File: src/rtl/icache_mshr_ctrl.sv
// Non-blocking I-cache miss controller: tracks outstanding line fills, issues demand
// and sequential prefetch misses, and steers tagged memory responses into the cache.
module icache_mshr_ctrl #(
  parameter int WAYS     = 2,
  parameter int N_MSHR   = 4,
  parameter int PF_DEPTH = 1,
  parameter int IDX_W    = 5,
  parameter int TAG_W    = 8,
  localparam int R       = WAYS + PF_DEPTH
) (
  input  logic                 clock_i,
  input  logic                 reset_i,
  input  logic [WAYS*32-1:0]   proc2Icache_addr_i,
  input  logic [WAYS-1:0]      proc2Icache_en_i,
  input  logic                 prefetch_en_i,
  input  logic [3:0]           Imem2proc_response_i,
  input  logic [3:0]           Imem2proc_tag_i,
  input  logic [R*64-1:0]      cachemem_data_i,
  input  logic [R-1:0]         cachemem_valid_i,
  output logic [1:0]           proc2Imem_command_o,
  output logic [31:0]          proc2Imem_addr_o,
  output logic [WAYS*64-1:0]   Icache_data_out_o,
  output logic [WAYS-1:0]      Icache_valid_out_o,
  output logic [R*IDX_W-1:0]   rd_idx_o,
  output logic [R*TAG_W-1:0]   rd_tag_o,
  output logic [IDX_W-1:0]     wr_idx_o,
  output logic [TAG_W-1:0]     wr_tag_o,
  output logic                 data_write_enable_o,
  output logic                 mshr_full_o,
  output logic [3:0]           outstanding_o
);

  localparam logic [1:0] BUS_NONE = 2'd0;
  localparam logic [1:0] BUS_LOAD = 2'd1;
  localparam int LINE_W = 29;

  logic [N_MSHR-1:0] entryValid_q, entryValid_d;
  logic [3:0]        entryTag_q  [N_MSHR];
  logic [3:0]        entryTag_d  [N_MSHR];
  logic [LINE_W-1:0] entryLine_q [N_MSHR];
  logic [LINE_W-1:0] entryLine_d [N_MSHR];

  logic [LINE_W-1:0] portLine [R];
  logic [R-1:0]      portActive;
  logic [R-1:0]      portCand;
  logic              issueValid;
  logic [LINE_W-1:0] issueLine;
  logic              mshrFull;
  logic              accept;
  logic              allocFound;
  logic              fillFound;
  logic [N_MSHR-1:0] allocOh;
  logic [N_MSHR-1:0] fillOh;
  logic [LINE_W-1:0] fillLine;
  logic [3:0]        validCount;
  logic              unusedBits;

  assign Icache_data_out_o  = cachemem_data_i[WAYS*64-1:0];
  assign Icache_valid_out_o = cachemem_valid_i[WAYS-1:0];
  assign mshrFull           = &entryValid_q;
  assign mshr_full_o        = mshrFull;
  assign outstanding_o      = validCount;

  // Prefetch ports look sequentially ahead of the last fetch port, wrapping at 2^32.
  always_comb begin
    unusedBits = 1'b0;
    for (int i = 0; i < WAYS; i++) begin
      portLine[i]   = proc2Icache_addr_i[i*32+3 +: LINE_W];
      portActive[i] = proc2Icache_en_i[i];
      unusedBits    = unusedBits ^ (^proc2Icache_addr_i[i*32 +: 3]);
    end
    for (int k = WAYS; k < R; k++) begin
      portLine[k]   = proc2Icache_addr_i[(WAYS-1)*32+3 +: LINE_W] + LINE_W'(k - WAYS + 1);
      portActive[k] = prefetch_en_i & proc2Icache_en_i[WAYS-1];
      unusedBits    = unusedBits ^ (^cachemem_data_i[k*64 +: 64]);
    end
    for (int r = 0; r < R; r++) begin
      rd_idx_o[r*IDX_W +: IDX_W] = portLine[r][IDX_W-1:0];
      rd_tag_o[r*TAG_W +: TAG_W] = portLine[r][IDX_W +: TAG_W];
    end
  end

  // A miss becomes a candidate only if no registered entry already covers its line.
  always_comb begin
    portCand   = '0;
    issueValid = 1'b0;
    issueLine  = '0;
    for (int r = 0; r < R; r++) begin
      portCand[r] = portActive[r] & ~cachemem_valid_i[r];
      for (int e = 0; e < N_MSHR; e++) begin
        if (entryValid_q[e] && entryLine_q[e] == portLine[r]) portCand[r] = 1'b0;
      end
      if (portCand[r] && !issueValid) begin
        issueValid = 1'b1;
        issueLine  = portLine[r];
      end
    end
    proc2Imem_command_o = (issueValid && !mshrFull) ? BUS_LOAD : BUS_NONE;
    proc2Imem_addr_o    = (issueValid && !mshrFull) ? {issueLine, 3'b000} : 32'h0;
    accept              = (proc2Imem_command_o == BUS_LOAD) && (Imem2proc_response_i != 4'd0);
  end

  always_comb begin
    allocFound = 1'b0;
    fillFound  = 1'b0;
    allocOh    = '0;
    fillOh     = '0;
    fillLine   = '0;
    validCount = 4'd0;
    for (int e = 0; e < N_MSHR; e++) begin
      if (!entryValid_q[e] && !allocFound) begin
        allocFound = 1'b1;
        allocOh[e] = 1'b1;
      end
      if (entryValid_q[e] && Imem2proc_tag_i != 4'd0 && entryTag_q[e] == Imem2proc_tag_i
          && !fillFound) begin
        fillFound = 1'b1;
        fillOh[e] = 1'b1;
        fillLine  = entryLine_q[e];
      end
      if (entryValid_q[e]) validCount = validCount + 4'd1;
    end
    data_write_enable_o = fillFound;
    wr_idx_o            = fillLine[IDX_W-1:0];
    wr_tag_o            = fillLine[IDX_W +: TAG_W];
  end

  // Fill and accept always target different entries, so both may land in one edge.
  always_comb begin
    entryValid_d = entryValid_q;
    entryTag_d   = entryTag_q;
    entryLine_d  = entryLine_q;
    for (int e = 0; e < N_MSHR; e++) begin
      if (fillOh[e]) entryValid_d[e] = 1'b0;
      if (accept && allocOh[e]) begin
        entryValid_d[e] = 1'b1;
        entryTag_d[e]   = Imem2proc_response_i;
        entryLine_d[e]  = issueLine;
      end
    end
  end

  always_ff @(posedge clock_i) begin
    if (reset_i) begin
      entryValid_q <= '0;
      for (int e = 0; e < N_MSHR; e++) begin
        entryTag_q[e]  <= 4'd0;
        entryLine_q[e] <= '0;
      end
    end else begin
      entryValid_q <= entryValid_d;
      for (int e = 0; e < N_MSHR; e++) begin
        entryTag_q[e]  <= entryTag_d[e];
        entryLine_q[e] <= entryLine_d[e];
      end
    end
  end

endmodule

File: config.mk
export PLATFORM = sky130hd
export DESIGN_NAME = icache_mshr_ctrl
export DESIGN_NICKNAME = d
export VERILOG_FILES = /design/src/rtl/icache_mshr_ctrl.sv
export SDC_FILE = /design/constraint.sdc
export NUM_CORES = 1
export LEC_CHECK = 0
export ABC_CLOCK_PERIOD_IN_PS = 9200
export CAP_MARGIN = 0
export CORE_AREA = 2 2 192 194
export CTS_CLUSTER_DIAMETER = 80
export CTS_CLUSTER_SIZE = 40
export DETAILED_ROUTE_END_ITERATION = 7
export DIE_AREA = 0 0 194 196
export PLACE_DENSITY = 0.85
export SLEW_MARGIN = 15
export SYNTH_ARGS = -nofsm -noshare
export SYNTH_HDL_FRONTEND = slang
export SYNTH_SLANG_ARGS = --single-unit
File: constraint.sdc
create_clock -name clock_i -period 9.2 [get_ports clock_i]
set_clock_uncertainty 0.2 [all_clocks]
set_input_delay 1.38 -clock clock_i [delete_from_list [all_inputs] [get_ports clock_i]]
set_output_delay 1.38 -clock clock_i [all_outputs]
set_load 0.05 [all_outputs]
==> key figures, run 1 <==
Setup path
  – Critical Path AT: 6.94 ns
  – Crit Path Category: primary input to output port
  – R2R Path Start: entryValid_q[1]
  – Critical path cell sequence: clkdlybuf4s50_1 > ha_1 > and4_1 > nand2_1 > xnor2_1 > o21a_1 > o21ai_0 > nand4_1 > nor4_1 > buf_4 > a31oi_1 > buf_4 > and2_0 > buf_4 > nor2_2 > or2_2 > buf_12 > nor3_1 > buf_12
  – Req. time, crit path: 7.62 ns
  – Worst R2R End: entryLine_q[114]
  – FF-to-FF setup slack: 4.35 ns
  – Worst setup path start: proc2Icache_addr_i[35]
  – Startpoint types: primary input
  – Worst Reg-to-Reg Cells: 16
  – Crit. End Element: output port
  – Most used cell, CP: buf_4
  – Max incr delay on CP: 0.66 ns
  – CP max stage cell: xnor2_1
  – CP max FO: 11

Die
  – Die ar.: 38000 µm²
  – Initial Util: 41.2%
  – Num ports: 494
  – Die Y: 196 µm
  – CORE AREA: 36100 µm²
  – Row count: 70
  – Die X: 194 µm

Timing
  – Final period utilization: 92.6%
  – Period minus WS final: 8.52 ns
  – Slew HR: 10.4%
  – Final slew viol count: 0
  – Hold Fails Final Rpt: 0
  – Worst slew pin tran: 1.34 ns
  – Setup TNS: 0 ns
  – Hold WS: 0.328 ns
  – Unrepaired setup endpoints after global routing: false
  – Fmax: 0.117 GHz
  – Setup violators final: 0

Logic synthesis
  – Count of flip-flops with a built-in enable after synthesis: 0
  – Synthesized area per cell: 7.63 µm²
  – Area leader, netlist: dfxtp_1
  – FFs w/ async S/R, synth: 0%
  – Ys Warns: 0
  – Post-Synthesis Cells: 1946
  – Sequential area share after synthesis: 18.3%
  – Yosys cell types: 92
  – Synth area leaders: dfxtp_1 (18%), xnor2_1 (11%), buf_4 (8.6%), xor2_1 (7.7%), nor2_1 (3.8%)
  – Number of synthesized register bits: 136
  – Primary FF master, synth: dfxtp_1
  – Post-Syn Area: 14900 µm²
  – Share of the synthesized area in the top cell type: 18.3%

Cells and area
  – Commonest non-fill, non-tap cell in the layout: xnor2_1
  – Non-Filler Cell Area, Final: 16900 µm²
  – Fill cells: 3626
  – Final core occ: 46.9%
  – Fin nets: 2201
  – Footprint of the multi-input gates: 10000 µm²
  – Sequential Area: 2720 µm²
  – Commonest non-fill, non-tap cells in the layout: xnor2_1 (189), buf_4 (162), nor2_1 (150), dfxtp_1 (136), clkdlybuf4s50_1 (131)
  – Area grow syn2layout: 13.9%
  – Share of cells above drive strength 1: 14.2%
  – Final Non-Filler Cells: 2404

Clock tree
  – CTS tree: done
  – CTS max path bufs: 2
  – Post-CTS Setup Inserts: 0
  – Number of CTS-inserted buffers: 17
  – Clock transition at path regs: 0.06 ns
  – PostCTS Resize Cnt: 0
  – Post-CTS Hold Fix Bufs: 0
  – Clock root cell: clkbuf_16
  – Clk_lat worst skew: 0.43 ns
  – Clk sinks: 136
  – H-Tree Depth: 4

Pwr
  – PwrDens: 120 nW/µm²
  – Leak: 6.37 nW
  – Worst VDD drop: 0.138 mV

Global route
  – First-pass GRT wire length: 119000 µm
  – Vias in the first global route: 15400
  – GRT Util Overall: 44.3%
  – Initial antenna violation count: 5
  – Largest net degree at the start of global routing: 77
  – Grt total ovfl: 0

Placed design
  – Placed instance count: 2372
  – Post-placement cell area: 16400 µm²
  – Port bufs: 162
  – Placer Congestion: 1.02
  – Post-DP HPWL: 68300 µm

Detailed routing
  – Overall routed net length: 87000 µm
  – Antenna viol nets, final: 0
  – Avg Vias per Cell: 6.72
  – Via count: 16100
  – First-pass iteration count of the detailed router: 6
  – WL per Instance: 36.2 µm
  – DRT iter0 DRCs: 2165
  – Residual DRC: 0

Min path
  – Min-delay src: entryLine_q[106]
  – Hold WC Path Type: register to register
  – Hold path cells: 2
  – Worst Hold Path EP: entryLine_q[106]

Job
  – MaxCap Viol Count: 0

Run status
  – Status: complete, no violations
==> layer usage <==
metal / global-route usage [%] / vias to the layer above / wire, µm
li1: - / 6707 / -
met1: 53.6 / 7821 / 32300
met2: 68.9 / 1269 / 37800
met3: 10.6 / 349 / 9530
met4: 32.1 / 2 / 7390
met5: 0 / - / 9
==> registers in the layout, indices dropped and copies added, names as in the netlist <==
register and count:
entryValid_q 4, entryTag_q 16, entryLine_q 116
==> how the worst max path moves through the flow <==
stage	endpoint	slack, ns	cells past startpoint
global route	proc2Imem_addr_o[10]	0.56	19
detailed placement	proc2Imem_addr_o[10]	0.92	19
CTS	proc2Imem_addr_o[10]	0.87	19
finish	proc2Imem_addr_o[10]	0.68	19
floorplan	proc2Imem_addr_o[22]	1.46	17
global placement	proc2Imem_addr_o[10]	0.87	19
==> synth_stat cells (6+ instances only) <==
cell type / count
nor3_1: 58
dfxtp_1: 136
nand4_1: 67
buf_2: 38
a211o_1: 10
or4_1: 13
o21ai_0: 50
inv_1: 30
o22ai_1: 9
and4_1: 13
or3_1: 28
nor2b_1: 16
and3_1: 11
ha_1: 6
o31ai_1: 7
xor2_1: 130
and2_1: 31
mux2i_1: 45
or2_2: 20
a21oi_1: 57
a221o_1: 15
buf_1: 26
a22o_1: 40
o2111ai_1: 8
a22oi_1: 15
nand2b_1: 18
a31oi_1: 15
nor4_1: 56
nand2_1: 108
xnor2_1: 189
buf_4: 170
a2111oi_0: 21
o21a_1: 6
nand4b_1: 8
nor4b_1: 6
nor2_1: 151
xnor3_1: 12
nand3_1: 54
a211oi_1: 19
clkbuf_1: 122
==> stage by stage <==
stage          setup slack, ns  power (mW)
5_1_grt                  0.559        2.07
3_5_place_dp             0.919        1.37
3_3_place_gp             0.872        1.37
6_report                 0.682        2.03
2_1_floorplan             1.46        1.22
4_1_cts                  0.869        2.00
==> where the power goes <==
group,total (mW),switching (mW),internal (mW)
logic,0.718,0.458,0.260
clock network,0.640,0.291,0.349
registers,0.671,0.0628,0.608
total,2.03,0.812,1.22
==> area by class of cell <==
class,count,area share (%)
Tap cell,468,3.46
Clock buffer,17,2.51
Clock inverter,14,0.688
Timing Repair Buffer,313,17.2
Inverter,30,0.666
Multi-Input combinational cell,1425,59.4
Antenna cell,1,0.0148
Sequential cell,136,16.1
==> cell families after synthesis <==
family | after synthesis | share of synthesized area [%]
AOI/OAI and AO/OA | 329 | 16.5
and+or+nand+nor | 704 | 26.0
DFF | 136 | 18.3
xor gates and xnor gates | 333 | 20.9
buffers and inverters | 389 | 14.6
adders and majority gates | 7 | 0.573
other | 1 | 0.0252
muxes | 47 | 3.18
==> critical path, delay by kind of cell <==
family                   cells  cell delay [ns]
AO/OA/AOI/OAI                3             0.64
XOR/XNOR                     1             0.66
adder cells (fa/ha/maj)      1             0.47
buffers and inverters        6             1.45
AND/OR/NAND/NOR              8             2.33
Note: power is estimated with default switching activity, not from simulation.
==> inputs of run 2 (changes only) <==
--- a/config.mk
+++ b/config.mk
@@ -7,12 +7,12 @@
 export LEC_CHECK = 0
 export ABC_CLOCK_PERIOD_IN_PS = 9200
 export CAP_MARGIN = 0
-export CORE_AREA = 2 2 192 194
+export CORE_AREA = 5 5 189 191
 export CTS_CLUSTER_DIAMETER = 80
-export CTS_CLUSTER_SIZE = 40
+export CTS_CLUSTER_SIZE = 16
 export DETAILED_ROUTE_END_ITERATION = 7
 export DIE_AREA = 0 0 194 196
-export PLACE_DENSITY = 0.85
+export PLACE_DENSITY = 0.9
 export SLEW_MARGIN = 15
 export SYNTH_ARGS = -nofsm -noshare
 export SYNTH_HDL_FRONTEND = slang
==> key figures, run 2 (same netlist as run 1, synthesis figures left out) <==
Setup path
  – Startpoint types: primary input
  – Critical Path AT: 7.12 ns (+0.18 ns)
  – CP max FO: 21 (+10)
  – Critical path cell sequence: clkdlybuf4s50_1 > ha_1 > and4_1 > nand2_1 > xnor2_1 > o21a_1 > o21ai_0 > nand4_1 > nor4_1 > buf_4 > a31oi_1 > and2_0 > nor2_2 > or2_2 > inv_1 > buf_4 > and2_1 > buf_4
  – Crit Path Category: primary input to output port
  – CP max stage cell: o21ai_0
  – Req. time, crit path: 7.62 ns (about the same)
  – Most used cell, CP: buf_4
  – Max incr delay on CP: 0.84 ns (+0.18 ns)
  – Crit. End Element: output port

Timing
  – Hold WS: 0.327 ns (-0.000693 ns)
  – Final slew viol count: 0 (unchanged)
  – Hold Fails Final Rpt: 0 (unchanged)
  – Fmax: 0.115 GHz (-2.1%)
  – Setup violators final: 0 (unchanged)
  – Final worst slack: 0.502 ns (-0.181 ns)
  – Worst slew pin tran: 1.15 ns (-0.186 ns)
  – Slew HR: 23.1% (+13 points)
  – Setup TNS: 0 ns (unchanged)
  – Final period utilization: 94.5% (+2.0 points)
  – Unrepaired setup endpoints after global routing: false
  – Period minus WS final: 8.70 ns (+0.181 ns)

Min path
  – Hold WC Path Type: register to register

Die
  – Die Y: 196 µm (unchanged)
  – CORE AREA: 33900 µm² (-5.9%)
  – Die ar.: 38000 µm² (unchanged)
  – Num ports: 494 (unchanged)
  – Initial Util: 43.8% (+2.6 points)
  – Die X: 194 µm (unchanged)
  – Row count: 68 (-2.9%)

Clock tree
  – CTS tree: done
  – PostCTS Resize Cnt: 0 (unchanged)
  – Clock root cell: clkbuf_16
  – CTS max path bufs: 2 (unchanged)
  – Clk_lat worst skew: 0.43 ns (about the same)
  – Clk sinks: 136 (unchanged)
  – H-Tree Depth: 4 (unchanged)
  – Number of CTS-inserted buffers: 17 (unchanged)
  – Post-CTS Hold Fix Bufs: 0 (unchanged)
  – Post-CTS Setup Inserts: 0 (unchanged)
  – Clock transition at path regs: 0.07 ns (about the same)

Global route
  – Grt total ovfl: 0 (unchanged)
  – First-pass GRT wire length: 105000 µm (-12%)
  – Initial antenna violation count: 1 (-4)
  – Largest net degree at the start of global routing: 77 (unchanged)
  – Vias in the first global route: 15500 (+0.35%)
  – GRT Util Overall: 36.8% (-7.5 points)

Cells and area
  – Footprint of the multi-input gates: 10000 µm² (about the same)
  – Fin nets: 2154 (-2.1%)
  – Share of cells above drive strength 1: 12.1% (-2.1 points)
  – Largest regs: entryLine_q: 116 flops, entryTag_q: 16 flops, entryValid_q: 4 flops
  – Area grow syn2layout: 11.6%
  – Commonest non-fill, non-tap cell in the layout: xnor2_1
  – Max FFs per register: 116 (unchanged)
  – Non-Filler Cell Area, Final: 16600 µm² (-2.1%)
  – Commonest non-fill, non-tap cells in the layout: xnor2_1 (189), nor2_1 (149), dfxtp_1 (136), clkdlybuf4s50_1 (131), xor2_1 (130)
  – Sequential Area: 2720 µm² (unchanged)
  – Fill cells: 3223 (-11%)
  – Antenna diode count: 0 (-1)
  – Most flops, register: entryLine_q

Placed design
  – Post-DP HPWL: 57600 µm (-16%)
  – Post-placement cell area: 15900 µm² (-2.6%)
  – Setup WS pre-CTS: 0.848 ns (-0.0701 ns)
  – Placer Congestion: 1.20 (+18%)
  – Port bufs: 162 (unchanged)

Pwr
  – Worst VDD drop: 0.148 mV (+7.0%)
  – Sw Ratio: 38.1% (-1.9 points)
  – Leak: 6.19 nW (-2.8%)
  – Internal power: 1.28 mW (+4.8%)
  – PwrDens: 124 nW/µm² (+3.6%)
  – Comb pwr share: 32.6% (-2.8 points)
  – Clk pwr share: 35.1% (+3.6 points)
  – Psw: 0.784 mW (-3.4%)
  – Reg power frac: 32.3% (-0.8 points)
  – Pwr Total: 2.06 mW (+1.5%)

Detailed routing
  – Antenna viol nets, final: 0 (unchanged)
  – First-pass iteration count of the detailed router: 7 (+1)
  – Avg Vias per Cell: 6.92 (+3.1%)
  – WL per Instance: 31.4 µm (-13%)
  – Via count: 16200 (+0.51%)
  – Residual DRC: 0 (unchanged)
  – Overall routed net length: 73700 µm (-15%)
  – DRT iter0 DRCs: 2796 (+29%)

Job
  – MaxCap Viol Count: 0 (unchanged)

Run status
  – Status: complete, no violations
==> run 2: stage by stage <==
step | std cells | util [%]
finish | 2344 | 48.8
global route | 2344 | 48.8
CTS | 2344 | 48.8
detailed placement | 2312 | 47.0
global placement | 2312 | 47.0
floorplan | 1950 | -
==> run 2: final timing paths <==
check                                             from                  end  slack (ns)  depth (start not counted)
worst max-delay path            proc2Icache_addr_i[36]  proc2Imem_addr_o[5]        0.50                         18
worst min-delay path                  entryLine_q[106]     entryLine_q[106]        0.33                          2
worst max register to register         entryValid_q[1]      entryLine_q[66]        3.62                         13
worst min register to register        entryLine_q[106]     entryLine_q[106]        0.33                          2
==> run 2: metal layers <==
metal  global-route usage (%)  vias to the layer above  wire, µm
li1                         -                     6616         -
met4                     26.5                        2      7040
met1                     44.2                     7575     24900
met3                     10.9                      468     11000
met2                     56.1                     1569     30700
met5                        0                        -        13
==> run 2: area by class of cell <==
| type | count | share of cell area (%) |
|---|---|---|
| repair buffers | 266 | 15.1 |
| flip-flops and latches | 136 | 16.4 |
| inverters | 30 | 0.680 |
| clock buffers | 18 | 2.65 |
| well taps | 455 | 3.44 |
| clock inverters | 14 | 1.11 |
| multi-input cells | 1425 | 60.5 |
==> run 2: power groups by stage <==
stage	Combinational [mW]	Clock, mW	Sequential, mW
6_report	0.672	0.723	0.664
5_1_grt	0.694	0.750	0.662
4_1_cts	0.650	0.721	0.658
3_5_place_dp	0.646	0	0.671
3_3_place_gp	0.639	0	0.670
2_1_floorplan	0.582	0	0.635
==> run 2: worst max-delay path, delay by kind of cell <==
kind	cells	cell delay, ns
fa+ha+maj	1	0.47
buf+inv	5	1.18
xor+xnor	1	0.26
simple gates	8	2.66
compound gates	3	1.15
